`src/rtl/sum_display_driver.sv`:
```
// Shows the 5-bit adder result (0-31) as two decimal digits on a
// common-anode, time-multiplexed two-digit seven-segment display.
// Define LEADING_ZERO_BLANK_EN to blank the tens digit whenever it is zero.
module sum_display_driver #(
   parameter int CLK_DIV = 50000
) (
   input  logic       clk,
   input  logic       rst,
   input  logic [4:0] sum,
   input  logic       load,
   output logic [6:0] seg,
   output logic [1:0] an
);

   localparam int CntW = (CLK_DIV > 1) ? $clog2(CLK_DIV) : 1;
   localparam logic [CntW-1:0] CntMax = CntW'(CLK_DIV - 1);

   localparam logic [6:0] SegBlank = 7'h7F;
   localparam logic [1:0] AnOff    = 2'b11;
   localparam logic [1:0] AnOnes   = 2'b10;
   localparam logic [1:0] AnTens   = 2'b01;

   typedef enum logic {
      ONES = 1'b0,
      TENS = 1'b1
   } digitSel_e;

   logic [4:0]      value_q, value_d;
   logic [1:0]      tens_q, tens_d;
   logic [3:0]      ones_q, ones_d;
   logic [CntW-1:0] cnt_q, cnt_d;
   digitSel_e       state_q, state_d;
   logic [6:0]      seg_q, seg_d;
   logic [1:0]      an_q, an_d;
   logic [3:0]      shownDigit;

   // Active-low gfedcba patterns; anything outside 0-9 goes dark.
   function automatic logic [6:0] segPattern(input logic [3:0] digit);
      logic [6:0] pat;
      case (digit)
         4'd0:    pat = 7'h40;
         4'd1:    pat = 7'h79;
         4'd2:    pat = 7'h24;
         4'd3:    pat = 7'h30;
         4'd4:    pat = 7'h19;
         4'd5:    pat = 7'h12;
         4'd6:    pat = 7'h02;
         4'd7:    pat = 7'h78;
         4'd8:    pat = 7'h00;
         4'd9:    pat = 7'h10;
         default: pat = SegBlank;
      endcase
      return pat;
   endfunction

   always_comb begin
      value_d = value_q;
      if (load) begin
         value_d = sum;
      end
   end

   // Value never exceeds 31, so three compare stages give the tens digit
   // and a single constant subtract leaves the ones digit.
   always_comb begin
      tens_d = 2'd0;
      ones_d = value_q[3:0];
      if (value_q >= 5'd30) begin
         tens_d = 2'd3;
         ones_d = 4'(value_q - 5'd30);
      end else if (value_q >= 5'd20) begin
         tens_d = 2'd2;
         ones_d = 4'(value_q - 5'd20);
      end else if (value_q >= 5'd10) begin
         tens_d = 2'd1;
         ones_d = 4'(value_q - 5'd10);
      end
   end

   always_comb begin
      cnt_d   = cnt_q + 1'b1;
      state_d = state_q;
      if (cnt_q == CntMax) begin
         cnt_d   = '0;
         state_d = (state_q == ONES) ? TENS : ONES;
      end
   end

   // Outputs follow the current state, so the toggle made at the wrap edge
   // appears on the display one edge later, giving exactly CLK_DIV lit cycles.
   always_comb begin
      shownDigit = {2'b00, tens_q};
      an_d       = AnTens;
      if (state_q == ONES) begin
         shownDigit = ones_q;
         an_d       = AnOnes;
      end
      seg_d = segPattern(shownDigit);
`ifdef LEADING_ZERO_BLANK_EN
      if (state_q == TENS && tens_q == 2'd0) begin
         seg_d = SegBlank;
      end
`endif
   end

   always_ff @(posedge clk) begin
      if (rst) begin
         value_q <= '0;
         tens_q  <= '0;
         ones_q  <= '0;
         cnt_q   <= '0;
         state_q <= ONES;
         seg_q   <= SegBlank;
         an_q    <= AnOff;
      end else begin
         value_q <= value_d;
         tens_q  <= tens_d;
         ones_q  <= ones_d;
         cnt_q   <= cnt_d;
         state_q <= state_d;
         seg_q   <= seg_d;
         an_q    <= an_d;
      end
   end

   assign seg = seg_q;
   assign an  = an_q;

endmodule
```
`config.mk`:
```
export PLATFORM = sky130hd
export DESIGN_NAME = sum_display_driver
export DESIGN_NICKNAME = d
export VERILOG_FILES = /design/src/rtl/sum_display_driver.sv
export SDC_FILE = /design/constraint.sdc
export NUM_CORES = 1
export LEC_CHECK = 0
export ABC_AREA = 1
export BUFFER_PORTS_ARGS = -buffer_cell sky130_fd_sc_hd__buf_2
export CAP_MARGIN = 20
export CORE_ASPECT_RATIO = 1.1
export CORE_UTILIZATION = 40
export CTS_CLUSTER_DIAMETER = 50
export CTS_CLUSTER_SIZE = 24
export DETAILED_ROUTE_END_ITERATION = 8
export PLACE_DENSITY = 0.59
export SYNTH_ARGS = -nofsm -noshare
export SYNTH_HDL_FRONTEND = slang
export SYNTH_SLANG_ARGS = --single-unit
export TNS_END_PERCENT = 50
```
`constraint.sdc`:
```
create_clock -name clk -period 2.05 [get_ports clk]
set_input_delay 0.615 -clock clk [delete_from_list [all_inputs] [get_ports clk]]
set_output_delay 0.615 -clock clk [all_outputs]
set_load 0.01 [all_outputs]
```
Yosys cells after proc, flatten, opt, wreduce, memory -nomap -nowiden --
Memory sizes are Yosys's and may differ from the RTL's. A register that Yosys moved wholly into a read port is not among the register bits. Cells that the tools add are included.
Cells by class: order comparisons 3, div/mod/pow operators 0, reductions and logical operators 1, $add $sub $neg 4, multiplexer cells 9, eq/ne operators 1, $mul 0, bitwise operators 0, shifts and indexed selects 0
Operators by type and width (number):
- $add 16x1->16 const B | 1
- $eq 16x16->1 const B | 1
- $mux 4 | 4
- $ge 5x5->1 const B | 2
- $sub 4x4->4 const B | 2
- $mux 2 | 3
- $ge 5x4->1 const B | 1
- $sub 4x3->4 const B | 1
- $mux 1 | 2
- $reduce_or 2->1 | 1
Word-level totals: RAM bits 0, latch bits 0, register bits after elaboration 30, input port bits 8, word-level logic and storage cells 25, memories kept 1, bits in read-only memories 112, output and inout port bits 9
Memories:
- (name not given) | words 16, width 7, read ports 1, clocked after Yosys merged registers in 1, write ports 0, line 40 | case (digit)

Logic depth before layout (Yosys ltp) --
depth in word-level cells 4, depth in mapped cells 10

Least setup slack after synthesis --
OpenSTA, ideal clock, no wires.
path type register -> register, start register value_q[2], end register ones_q[1], arrival 1181 ps, library setup time 113 ps, clock period less this slack 1294 ps, setup slack 756 ps, stages on the path, launching flop included 9, required time 1937 ps, buffers on the path 0, cells stage by stage dfxtp_1 inv_1 ha_1 nand3_1 nand3_1 a21oi_1 nand2_1 nand2_1 nor2_1
Between the ends: word-level cells in the longest chain between the ends 4, elaborated cells on any way between the ends 6, classes of those cells 3 x order compare; 3 x mux
Ends and longest elaborated chain:
- start: declaration | line 28 | logic [4:0] value_q, value_d;
- start signal: assignment | line 116 | value_q <= value_d;
- $ge 5x4->1 | line 74 | end else if (value_q >= 5'd10) begin
- $mux 4 | line 74
- $mux 4 | line 71 | end else if (value_q >= 5'd20) begin
- $mux 4 (*) | line 68 | if (value_q >= 5'd30) begin
- end signal: assignment | line 118 | ones_q <= ones_d;
- end: declaration | line 30 | logic [3:0] ones_q, ones_d;
Every way passes the cells marked *; elsewhere a longest branch is shown, timed or not. A chain may end at the register's enable or synchronous reset.

Worst setup path after layout --
Same ends and word-level chain as after synthesis.

==> impl_metrics.toml <==
[outcome]
status = "finished clean"

[finish]
final_common_cell = "nand2_1"
drive_gt1_frac = 0.148
areaGrowthSynthToFinish_pct = 13.8
nNetsFinal = 282
diodes = 0
final_cell_mix = "57 x nand2_1, 37 x dfxtp_1, 29 x inv_1"
finalInstanceArea_um2 = 2040

[worst_setup_path]
r2r_cells = 8
cp-end-kind = "register"
start_kind = "register"
path_max_fanout = 6
crit_required_ps = 2250
r2r-start = "value_q[2]"
arrival_ps = 1680
path_class = "reg2reg"
r2r_end = "ones_q[1]"
reg2reg_slack_ps = 560

[cts]
clkLatencyLatePin_ps = 290
cts_buffer_depth = 2
postCtsHoldBufs = 0
numClockSinks = 37
postCtsSetupRepairBufs = 0
cts-resized-gates = 0
clk_pin_slew_worst_paths_ps = 80
tritoncts = "done"
cts-buffers-inserted = 5
cts_root_buffer = "clkbuf_8"
ctsHtreeMaxLevel = 2

[logic_synthesis]
synth_top_area_frac = 0.412
yosysUniqueCellTypes = 28
synthesis.nets = 261
synth_seq_cells = 37
yosys-top-cells-area = "dfxtp_1 41%, nand2_1 12%, ha_1 7.7%"
postSynthCellCount = 242
synth-seq-area-share = 0.412
synth_area_um2 = 1800
syn_area_per_cell_um2 = 7.42
yosysWarnings = 0
synth_top_area_cell = "dfxtp_1"

[sta]
hold_viol = 0
finalSetupViolations = 0
worst_pin_slew_ps = 320
finalMaxSlewViolations = 0
finalCritPeriodShare = 0.725
fmax_ghz = 0.673
rsz0062_at_grt = "no"
period_needed_ps = 1490
slew_headroom = 0.786
fin_skew_ps = 10.5
tns_ps = 0

[floorplan]
fp.dieH_um = 72.3
rows = 25
core_um2 = 4320
dieArea_um2 = 4760
start_util = 0.416
io_pins = 17
die_w_um = 65.9

[pwr]
leakagePower_nw = 0.850
power_density_nw_per_um2 = 789
peakVddDrop_v = 0.000318

[routing]
drtAntennaViolNets = 0
postRouteWirelength_mm = 3.28
vias = 1493
via_per_inst = 4.69
first_pass_iters = 4
drtIter0Drc = 63
drc = 0
wl_per_cell_um = 10.3

[global_routing]
antenna_found_initial = 0
first_global_vias = 1367
grt_pass1_wl_mm = 5.73
grt_max_degree = 17
grt_overflow = 0
track_usage = 0.159

[worst_hold_path]
hold_class = "reg2reg"
hold_start = "cnt_q[0]"
hold_depth = 1
holdPathEnd = "cnt_q[0]"

[job]
cap_violations = 0

[placement]
gp_congestion = 0.880
port_buffers = 16
place_hpwl_mm = 2.50
placed_area_um2 = 1920
## worst max path at each step
stage | startpoint | to | slack, ps | cells past startpoint
after floorplan | value_q[2] | ones_q[1] | 760 | 8
after global placement | value_q[1] | ones_q[1] | 610 | 9
after detailed placement | value_q[2] | ones_q[1] | 580 | 8
after CTS | value_q[2] | ones_q[1] | 560 | 8
after global routing | value_q[2] | ones_q[1] | 340 | 8
final | value_q[2] | ones_q[1] | 560 | 8
## critical path, stage by stage, from the launching register on
cell     delay, ps
dfxtp_1        430
inv_1          130
ha_1           200
nand3_1        100
nand3_1        100
a21oi_1        260
nand2_1         80
nand2_1         60
nor2_1          30
## cell usage after synthesis
cell type	number
a21oi_1	20
a21oi_2	3
a21oi_4	1
buf_2	1
buf_8	1
clkinv_1	1
dfxtp_1	37
ha_1	11
inv_1	29
inv_2	3
inv_4	1
nand2_1	57
nand2_2	2
nand2_4	1
nand3_1	15
nand3_2	1
nand3b_1	1
nand4_1	7
nor2_1	26
nor2_2	1
nor3_1	2
nor3_4	1
nor3b_1	1
o21ai_0	13
o31ai_1	1
or2_2	1
xnor2_1	1
xor2_1	3
## sequential cells by signal (all words and copies together) (netlist names)
signal and count:
seg 7, an 2, value_q 5, tens_q 2, cnt_q 16, ones_q 4, state_q 1
## cells by family after synthesis
| logic type | after synthesis | share of synthesized area |
|---|---|---|
| adders and majority gates | 11 | 0.0766 |
| AOI/OAI and AO/OA | 38 | 0.120 |
| DFF | 37 | 0.412 |
| and+or+nand+nor | 116 | 0.288 |
| buffers and inverters | 36 | 0.0836 |
| xor gates and xnor gates | 4 | 0.0195 |
## cell type report
type                    count  area, um2
clock buffers               6       82.6
repair buffers             16       80.1
multi-input cells         169        906
fillers                   435       2270
inverters                  34        130
flip-flops and latches     37        741
clock inverters             2       37.5
well taps                  54       67.6
## through the flow
step | util | std cells | hold WS (ps) | setup WS (ps) | power [W]
finish | 0.474 | 318 | 456 | 563 | 0.00161
global route | 0.474 | 318 | 473 | 340 | 0.00170
CTS | 0.474 | 318 | 465 | 562 | 0.00163
detailed placement | 0.446 | 310 | 444 | 578 | 0.000972
global placement | 0.446 | 310 | 431 | 614 | 0.000968
floorplan | - | 242 | 415 | 756 | 0.000923
## report_power, final
group	internal (W)	total, W	switching [W]	leakage [nW]
clock	0.000395	0.000660	0.000264	0.0574
sequential	0.000759	0.000777	0.0000177	0.304
combinational	0.0000671	0.000176	0.000109	0.489
total	0.00122	0.00161	0.000391	0.850
## layer usage
metal / global-route usage / up-vias / share of wire / wire length [um]
met5: 0 / - / 0 / 0
met4: 0.0700 / 0 / 0.013 / 44
met3: 0.0519 / 4 / 0.044 / 143
met2: 0.264 / 27 / 0.48 / 1570
met1: 0.185 / 644 / 0.46 / 1520
li1: - / 818 / - / -
(Power assumes the default switching activity.)
